--- src/rtl/serial_id_pkg.sv ---
// Shared types and helpers for the serial ID reader: FSM states, word-count helper,
// and status-word bit positions.
package serial_id_pkg;

  typedef enum logic [1:0] {IDLE, LOAD, SHIFT} state_t;

  localparam int STAT_VALID_BIT = 31;
  localparam int STAT_BUSY_BIT  = 30;
  localparam int STAT_COUNT_W   = 16;

  function automatic int words_for(input int width);
    return (width + 31) / 32;
  endfunction

endpackage

--- src/rtl/serial_id_shifter.sv ---
// Drives a DNA_PORT-style device at a divided clock and captures its serial ID MSB first;
// the shadow id only changes, in one cycle, when a full capture completes.
module serial_id_shifter
  import serial_id_pkg::*;
#(
  parameter int ID_WIDTH    = 57,
  parameter int HALF_PERIOD = 16
) (
  input  logic                clk_48,
  input  logic                rst_n,
  input  logic                start,
  output logic                sid_clk,
  output logic                sid_read,
  output logic                sid_shift,
  input  logic                sid_dout,
  output logic [ID_WIDTH-1:0] id,
  output logic                id_valid,
  output logic                busy,
  output logic                done
);

  localparam int DW = $clog2(HALF_PERIOD);
  localparam int CW = $clog2(ID_WIDTH + 1);
  localparam logic [DW-1:0] DIV_LOAD = DW'(HALF_PERIOD - 1);
  localparam logic [CW-1:0] LAST_BIT = CW'(ID_WIDTH - 1);

  state_t              state;
  logic [DW-1:0]       div;
  logic [CW-1:0]       bit_cnt;
  logic [ID_WIDTH-1:0] shreg;
  logic [ID_WIDTH-1:0] shreg_next;

  assign shreg_next = {shreg[ID_WIDTH-2:0], sid_dout};
  assign busy       = (state != IDLE);

  always_ff @(posedge clk_48) begin
    if (!rst_n) begin
      state     <= IDLE;
      div       <= DIV_LOAD;
      sid_clk   <= 1'b0;
      sid_read  <= 1'b0;
      sid_shift <= 1'b0;
      bit_cnt   <= '0;
      id        <= '0;
      id_valid  <= 1'b0;
      done      <= 1'b0;
    end else begin
      done <= 1'b0;
      if (state == IDLE) begin
        div     <= DIV_LOAD;
        sid_clk <= 1'b0;
        if (start) state <= LOAD;
      end else if (div != '0) begin
        div <= div - 1'b1;
      end else begin
        div     <= DIV_LOAD;
        sid_clk <= ~sid_clk;
        // Falling edge of sid_clk: the only point where pins move and data is sampled
        if (sid_clk) begin
          case (state)
            LOAD: begin
              if (!sid_read) begin
                sid_read <= 1'b1;
              end else begin
                sid_read  <= 1'b0;
                sid_shift <= 1'b1;
                shreg     <= shreg_next;
                bit_cnt   <= CW'(1);
                state     <= SHIFT;
              end
            end
            SHIFT: begin
              shreg   <= shreg_next;
              bit_cnt <= bit_cnt + 1'b1;
              if (bit_cnt == LAST_BIT) begin
                sid_shift <= 1'b0;
                id        <= shreg_next;
                id_valid  <= 1'b1;
                done      <= 1'b1;
                state     <= IDLE;
              end
            end
            default: state <= IDLE;
          endcase
        end
      end
    end
  end

endmodule

--- src/rtl/axi_serial_id_reader.sv ---
// Serial ID reader with a register window: ID words, a status/control word with a
// capture counter, and a software start that is ignored while a capture is running.
module axi_serial_id_reader
  import serial_id_pkg::*;
#(
  parameter int ID_WIDTH    = 57,
  parameter int HALF_PERIOD = 16,
  parameter int ADDR_BITS   = 2,
  parameter int AUTO_START  = 1
) (
  input  logic                 clk_48,
  input  logic                 rst_n,
  input  logic                 avalid,
  output logic                 aready,
  input  logic [ADDR_BITS+1:2] aaddr,
  input  logic                 awrite,
  input  logic [31:0]          awdata,
  output logic                 bvalid,
  output logic [31:0]          bdata,
  output logic                 sid_clk,
  output logic                 sid_read,
  output logic                 sid_shift,
  input  logic                 sid_dout,
  output logic [ID_WIDTH-1:0]  id,
  output logic                 id_valid
);

  localparam int NW = words_for(ID_WIDTH);
  localparam logic [ADDR_BITS-1:0] STATUS_ADDR = ADDR_BITS'(NW);

  logic                    busy;
  logic                    done;
  logic                    start_pend;
  logic                    launch;
  logic                    start_wr;
  logic [STAT_COUNT_W-1:0] count;
  logic [NW*32-1:0]        id_pad;
  logic [31:0]             status_word;
  logic [31:0]             rdata;
  logic                    unused_wdata;

  serial_id_shifter #(
    .ID_WIDTH    (ID_WIDTH),
    .HALF_PERIOD (HALF_PERIOD)
  ) u_shifter (
    .clk_48    (clk_48),
    .rst_n     (rst_n),
    .start     (start_pend),
    .sid_clk   (sid_clk),
    .sid_read  (sid_read),
    .sid_shift (sid_shift),
    .sid_dout  (sid_dout),
    .id        (id),
    .id_valid  (id_valid),
    .busy      (busy),
    .done      (done)
  );

  assign aready       = bvalid;
  assign unused_wdata = ^awdata[31:1];
  assign launch       = start_pend & ~busy;
  // busy is sampled before the completing edge, so a start landing on completion is dropped
  assign start_wr     = bvalid & avalid & awrite & (aaddr == STATUS_ADDR) & awdata[0] & ~busy;

  always_comb begin
    status_word                   = '0;
    status_word[STAT_VALID_BIT]   = id_valid;
    status_word[STAT_BUSY_BIT]    = busy;
    status_word[STAT_COUNT_W-1:0] = count;
    id_pad                        = '0;
    id_pad[ID_WIDTH-1:0]          = id;
    rdata                         = '0;
    if (aaddr == STATUS_ADDR) rdata = status_word;
    for (int i = 0; i < NW; i++) begin
      if (aaddr == ADDR_BITS'(i)) rdata = id_pad[32*i +: 32];
    end
  end

  always_ff @(posedge clk_48) begin
    if (!rst_n) begin
      bvalid     <= 1'b0;
      bdata      <= '0;
      start_pend <= (AUTO_START != 0);
      count      <= '0;
    end else begin
      bvalid <= avalid & ~bvalid;
      if (avalid && !bvalid) bdata <= rdata;
      if (launch) start_pend <= 1'b0;
      else if (start_wr) start_pend <= 1'b1;
      if (done) count <= count + 1'b1;
    end
  end

endmodule
--- config.mk ---
export PLATFORM = sky130hd
export DESIGN_NAME = axi_serial_id_reader
export DESIGN_NICKNAME = d
export VERILOG_FILES = /design/src/rtl/serial_id_pkg.sv /design/src/rtl/serial_id_shifter.sv /design/src/rtl/axi_serial_id_reader.sv
export SDC_FILE = /design/constraint.sdc
export NUM_CORES = 1
export LEC_CHECK = 0
export ABC_AREA = 0
export CAP_MARGIN = 25
export CORE_UTILIZATION = 37
export CTS_CLUSTER_DIAMETER = 40
export DETAILED_ROUTE_END_ITERATION = 8
export GPL_TIMING_DRIVEN = 1
export SYNTH_ARGS = -nofsm -noshare
export SYNTH_HDL_FRONTEND = slang
export SYNTH_HIERARCHICAL = 1
export SYNTH_SLANG_ARGS = --single-unit
--- constraint.sdc ---
create_clock -name clk_48 -period 16.2 [get_ports clk_48]
set_input_delay 3.24 -clock clk_48 [delete_from_list [all_inputs] [get_ports clk_48]]
set_output_delay 3.24 -clock clk_48 [all_outputs]
set_load 0.02 [all_outputs]
==> results_dict.tcl, run 1 <==
set metrics [dict create \
    via_per_inst 5.244 \
    p_total_uw 897.4 \
    synth_edf_count 56 \
    slowest_delay_ns 0.83 \
    p_leak_uw 0.002892 \
    layout_setup_ws_ns 10.64 \
    fin_skew_ns 0.008951 \
    antennaDiodeCount 0 \
    p_per_area_nw_per_um2 104.7 \
    numCtsBuffers 17 \
    path_cells "clkdlybuf4s50_1 -> inv_2 -> buf_4 -> a211oi_4 -> buf_8 -> buf_4" \
    start_util_pct 37.65 \
    first_pass_iters 6 \
    hold_violations 0 \
    clk_latency_ns 0.43 \
    port_buffers 102 \
    worst_setup_path_start_kind "primary input" \
    finalNetCount 799 \
    via_count 5228 \
    avgSynthCellArea_um2 10.18 \
    grt_pass1_vias 4989 \
    final.min_clock_period_ns 5.557 \
    ys.flop_type "dfxtp_1" \
    grt_max_degree 64 \
    core.rowCount 49 \
    final_area_um2 8571 \
    cts_max_path_buffers 2 \
    syn_area_um2 6763 \
    antenna_found_initial 0 \
    ys_seq_area_share_pct 61.57 \
    die_x_um 137.2 \
    finalCritPeriodShare_pct 34.31 \
    drc 0 \
    post_cts_buffers 0 \
    path_common_cell "buf_4" \
    crit_arrival_ns 5.62 \
    syn_nets 708 \
    drive_above_1_share_pct 7.161 \
    grt_usage_pct 19.13 \
    core_area_um2 17960 \
    slew_headroom_pct 34.50 \
    root_buffer "clkbuf_16" \
    grt_setup_unrepaired "false" \
    crit_path_end_kind "flip-flop" \
    cp_num_buf_inv 5 \
    crit_type "primary input to flip-flop" \
    gp_congestion 0.7919 \
    fp.dieArea_um2 18820 \
    finalSetupViolations 0 \
    postCtsHoldBufs 0 \
    cts_tree "done" \
    fmax_mhz 179.9 \
    cts.clk_slew.worst_paths_ns 0.06 \
    htree_levels 4 \
    grt_pass1_wl_um 26940 \
    drt-total-wl_um 17350 \
    crit_slowest_cell "clkdlybuf4s50_1" \
    syn_to_final_growth_pct 26.73 \
    cts_resized 0 \
    ant_nets 0 \
    cts_sinks 180 \
    drt-initial-drc-count 326 \
    grt_overflow 0 \
    hold_path.class "flip-flop to flip-flop" \
    synthArstFlopShare_pct 0 \
    required_ns 16.26 \
    ys_ff_latch 180 \
    pre_cts_ws_ns 9.643 \
    layout_common_cells "nand2_1 (144), dfxtp_1 (124), clkdlybuf4s50_1 (102)" \
    layout_commonest_cell "nand2_1" \
    finalMaxSlewViolations 0 \
    syn_inst 664 \
    outcome "finished, final reports clean" \
    worstMarginPinSlew_ns 0.9793 \
    cp_max_fo 63 \
    finalSetupTns_ns 0 \
    dp_hpwl_um 11490 \
    crit_family "buffers and inverters" \
    die_y_um 137.2 \
    wl_per_cell_um 17.40 \
    placed_area_um2 7974 \
    peakVddDrop_v 0.00008015 \
    pin_count 134 \
    ys_types 51 \
    max-cap-violations 0 \
    yosysWarnings 6 \
]
routing by layer:
metal / track usage [%] / vias to the layer above / part of all wire (%)
li1: - / 2473 / -
met1: 25.72 / 2587 / 47
met2: 30.08 / 148 / 46
met3: 4.709 / 20 / 5.6
met4: 6.349 / 0 / 1.5
met5: 0 / - / 0
layout make-up:
class                      count  area (um^2)
timing repair buffer         114         1135
fill                        1624         9393
inverter                      10        37.54
clock buffer                  20        467.9
clock inverter                12        102.6
multi-input combinational    432         2377
tap                          229        286.5
sequential                   180         4164
state kept, by name (all words and copies together), names as in the netlist:
register	flops
u_shifter/id	57
u_shifter/div	4
u_shifter/state	2
u_shifter/shreg	56
u_shifter/done	1
u_shifter/id_valid	1
u_shifter/bit_cnt	6
start_pend	1
u_shifter/sid_shift	1
count	16
u_shifter/sid_clk	1
u_shifter/sid_read	1
aready	1
bdata	32
stage by stage:
step	instances	hold WS, ns	utilization, %
floorplan	664	0.3707	-
global placement	962	0.3810	44.28
detailed placement	963	0.3859	44.39
CTS	995	0.4009	47.57
global route	997	0.4079	47.71
finish	997	0.4039	47.71
report_power, final:
group	internal (uW)	leakage (uW)	switching, uW	total [uW]
registers	465	0.00151	2.55	468
logic	12.5	0.00111	21.8	34.3
clock network	225	0.000276	171	395
total	702	0.00289	195	897
cell usage after synthesis, types with 2 or more instances:
| cell | number | share of area (%) |
|---|---|---|
| nand3_1 | 7 | 0.52 |
| buf_1 | 2 | 0.11 |
| buf_4 | 4 | 0.44 |
| nor3_1 | 17 | 1.3 |
| inv_1 | 9 | 0.50 |
| edfxtp_1 | 56 | 25 |
| o21ai_0 | 16 | 1.2 |
| o21ai_1 | 2 | 0.15 |
| nor3b_1 | 2 | 0.22 |
| buf_2 | 9 | 0.67 |
| a21oi_1 | 67 | 5.0 |
| and2_1 | 2 | 0.18 |
| nand4_1 | 6 | 0.56 |
| or3_1 | 2 | 0.18 |
| o21a_1 | 2 | 0.22 |
| nand2_1 | 144 | 8.0 |
| xor2_1 | 8 | 1.0 |
| nand3b_1 | 2 | 0.22 |
| mux2i_1 | 19 | 2.8 |
| ha_1 | 5 | 0.93 |
| nor2b_1 | 3 | 0.28 |
| a211oi_1 | 15 | 1.7 |
| nand2b_1 | 4 | 0.37 |
| nor2_1 | 58 | 3.2 |
| dfxtp_1 | 124 | 37 |
| a22oi_1 | 14 | 1.6 |
| a221o_1 | 5 | 0.74 |
| clkbuf_1 | 24 | 1.3 |
| and3_1 | 2 | 0.18 |
| buf_6 | 3 | 0.50 |
| a2111oi_0 | 2 | 0.26 |
| xnor2_1 | 10 | 1.3 |
path summary, 6_finish.rpt:
| path | depth (start not counted) | slack (ns) | endpoint | startpoint |
|---|---|---|---|---|
| max | 6 | 10.64 | u_shifter/shreg[4]$_DFFE_PP_ | rst_n |
| min | 1 | 0.40 | u_shifter/div[0]$_SDFF_PP1_ | u_shifter/div[0]$_SDFF_PP1_ |
| max reg2reg | 7 | 13.58 | u_shifter/id[41]$_SDFFE_PN0P_ | u_shifter/div[0]$_SDFF_PP1_ |
| min reg2reg | 1 | 0.40 | u_shifter/div[0]$_SDFF_PP1_ | u_shifter/div[0]$_SDFF_PP1_ |
cell families after synthesis:
| logic type | after synthesis | synth area share (%) |
|---|---|---|
| buffers and inverters | 52 | 3.608 |
| XOR/XNOR | 18 | 2.331 |
| multiplexers | 19 | 2.812 |
| AO/OA/AOI/OAI | 127 | 11.21 |
| AND/OR/NAND/NOR | 263 | 17.54 |
| flip-flops | 180 | 61.57 |
| adder cells (fa/ha/maj) | 5 | 0.9251 |
(Power assumes the default switching activity.)
==> run 2: changes to the inputs <==
Clock period 16.2 ns to 5.2 ns, I/O delays scaled along.
==> results_dict.tcl, run 2 (same netlist as run 1, synthesis figures left out) <==
set metrics [dict create \
    outcome "finished, final reports clean" \
    max-cap-violations 0 \
    fin_skew_ns 0.01109 \
    r2r_cells 7 \
    grt_overflow 0 \
    drt-total-wl_um 16850 \
    peakVddDrop_v 0.0002413 \
    htree_levels 4 \
    drive_above_1_share_pct 7.422 \
    layout_common_cells "nand2_1 (144), dfxtp_1 (124), clkdlybuf4s50_1 (102)" \
    numCtsBuffers 17 \
    drc 0 \
    r2r_slack_ns 2.66 \
    crit_family "buffers and inverters" \
    final.min_clock_period_ns 2.701 \
    clk_latency_ns 0.43 \
    via_count 5060 \
    antennaDiodeCount 0 \
    die_y_um 137.2 \
    pre_cts_ws_ns 2.048 \
    cts_sinks 180 \
    path_cells "clkdlybuf4s50_1 -> inv_1 -> buf_4 -> a221o_1" \
    cts.clk_slew.worst_paths_ns 0.07 \
    wl_per_cell_um 16.90 \
    postCtsHoldBufs 0 \
    die_x_um 137.2 \
    slowest_delay_ns 0.85 \
    fmax_mhz 370.3 \
    grt_usage_pct 18.61 \
    crit_arrival_ns 3.02 \
    cp_num_buf_inv 3 \
    grt_pass1_wl_um 26150 \
    worst_setup_path_start_kind "primary input" \
    final_area_um2 8646 \
    port_buffers 102 \
    finalNetCount 799 \
    cp_max_fo 31 \
    via_per_inst 5.075 \
    required_ns 5.52 \
    layout_commonest_cell "nand2_1" \
    cts_max_path_buffers 2 \
    root_buffer "clkbuf_16" \
    cp.depth 4 \
    first_pass_iters 5 \
    hp-start "u_shifter/div[0]$_SDFF_PP1_" \
    min_to "u_shifter/div[0]$_SDFF_PP1_" \
    post_cts_buffers 0 \
    p_per_area_nw_per_um2 344.1 \
    start_util_pct 37.65 \
    hold_violations 0 \
    nFillCells 1614 \
    ant_nets 0 \
    pin_count 134 \
    r2r-end "u_shifter/id[35]$_SDFFE_PN0P_" \
    worstMarginPinSlew_ns 0.8902 \
    drt-initial-drc-count 328 \
    layout_setup_ws_ns 2.499 \
    multi_input_area_um2 2377 \
    finalSetupViolations 0 \
    top_regs "u_shifter/id (57), u_shifter/shreg (56), bdata (32)" \
    finalSetupTns_ns 0 \
    finalCritPeriodShare_pct 51.94 \
    p_leak_uw 0.002929 \
    placed_area_um2 7981 \
    cts_tree "done" \
    dp_hpwl_um 11320 \
    slew_headroom_pct 40.46 \
    cts_resized 0 \
    whs_path_depth 1 \
    fp.dieArea_um2 18820 \
    largest_reg_flops 57 \
    crit_type "primary input to flip-flop" \
    syn_to_final_growth_pct 27.84 \
    grt_pass1_vias 4725 \
    core.rowCount 49 \
    core_area_um2 17960 \
    finalMaxSlewViolations 0 \
    top_register "u_shifter/id" \
    grt_max_degree 63 \
    gp_congestion 0.7863 \
    antenna_found_initial 0 \
    hold_path.class "flip-flop to flip-flop" \
    grt_setup_unrepaired "false" \
    rr_startpoint "u_shifter/div[0]$_SDFF_PP1_" \
    crit_path_end_kind "flip-flop" \
    final_util_pct 48.13 \
    crit_slowest_cell "clkdlybuf4s50_1" \
    seq_area_um2 4164 \
]
run 2: cell types whose count changed in the layout (fill, tap and decap cells not counted):
cell / change
buf_4: +1
buf_8: -1
bufinv_16: +4
clkbuf_1: -1
clkbuf_16: -1
clkbuf_8: -1
clkinv_1: -1
clkinv_2: -2
clkinv_4: +2
clkinvlp_4: -1
inv_6: +1
run 2: how the worst max path moves through the flow:
stage | from | slack (ns) | end
finish | rst_n | 2.50 | start_pend$_SDFFE_PN1P_
detailed placement | rst_n | 2.05 | start_pend$_SDFFE_PN1P_
CTS | u_shifter/div[0]$_SDFF_PP1_ | 2.32 | u_shifter/id[17]$_SDFFE_PN0P_
global placement | rst_n | 2.05 | start_pend$_SDFFE_PN1P_
floorplan | rst_n | 1.32 | u_shifter/shreg[0]$_DFFE_PP_
global route | rst_n | 2.35 | start_pend$_SDFFE_PN1P_
run 2: area by class of cell:
class	instances	share of cell area, %
flip-flops and latches	180	48.16
multi-input cells	432	27.50
repair buffers	114	13.04
clock buffers	17	4.920
well taps	229	3.314
clock inverters	15	2.634
inverters	10	0.4342
run 2: worst reg2reg max path: stages (launching register included):
cell and delay [ns]:
dfxtp_1 0.33, inv_1 0.09, ha_1 0.24, nand4bb_4 0.27, or4_2 0.99, buf_12 0.29, nand2_1 0.12, a21oi_1 0.07
run 2: where the power goes:
part	internal, uW	leakage, uW	switching, uW
logic	38.9	0.00111	66.1
registers	1450	0.00151	7.49
clock network	859	0.000315	555
total	2350	0.00293	629
run 2: layer usage:
metal / GRT usage [%] / vias to the layer above / part of all wire (%)
li1: - / 2479 / -
met1: 26.05 / 2436 / 48
met2: 28.70 / 134 / 46
met3: 4.047 / 11 / 4.9
met4: 5.617 / 0 / 0.97
met5: 0 / - / 0
run 2: stage by stage:
stage          hold slack (ns)  std cells  power [uW]
3_5_place_dp            0.3880        964        1593
4_1_cts                 0.4037        996        3000
6_report                0.4131        997        2975
2_1_floorplan           0.3707        664        1550
5_1_grt                 0.4334        997        3071
3_3_place_gp            0.3789        963        1592
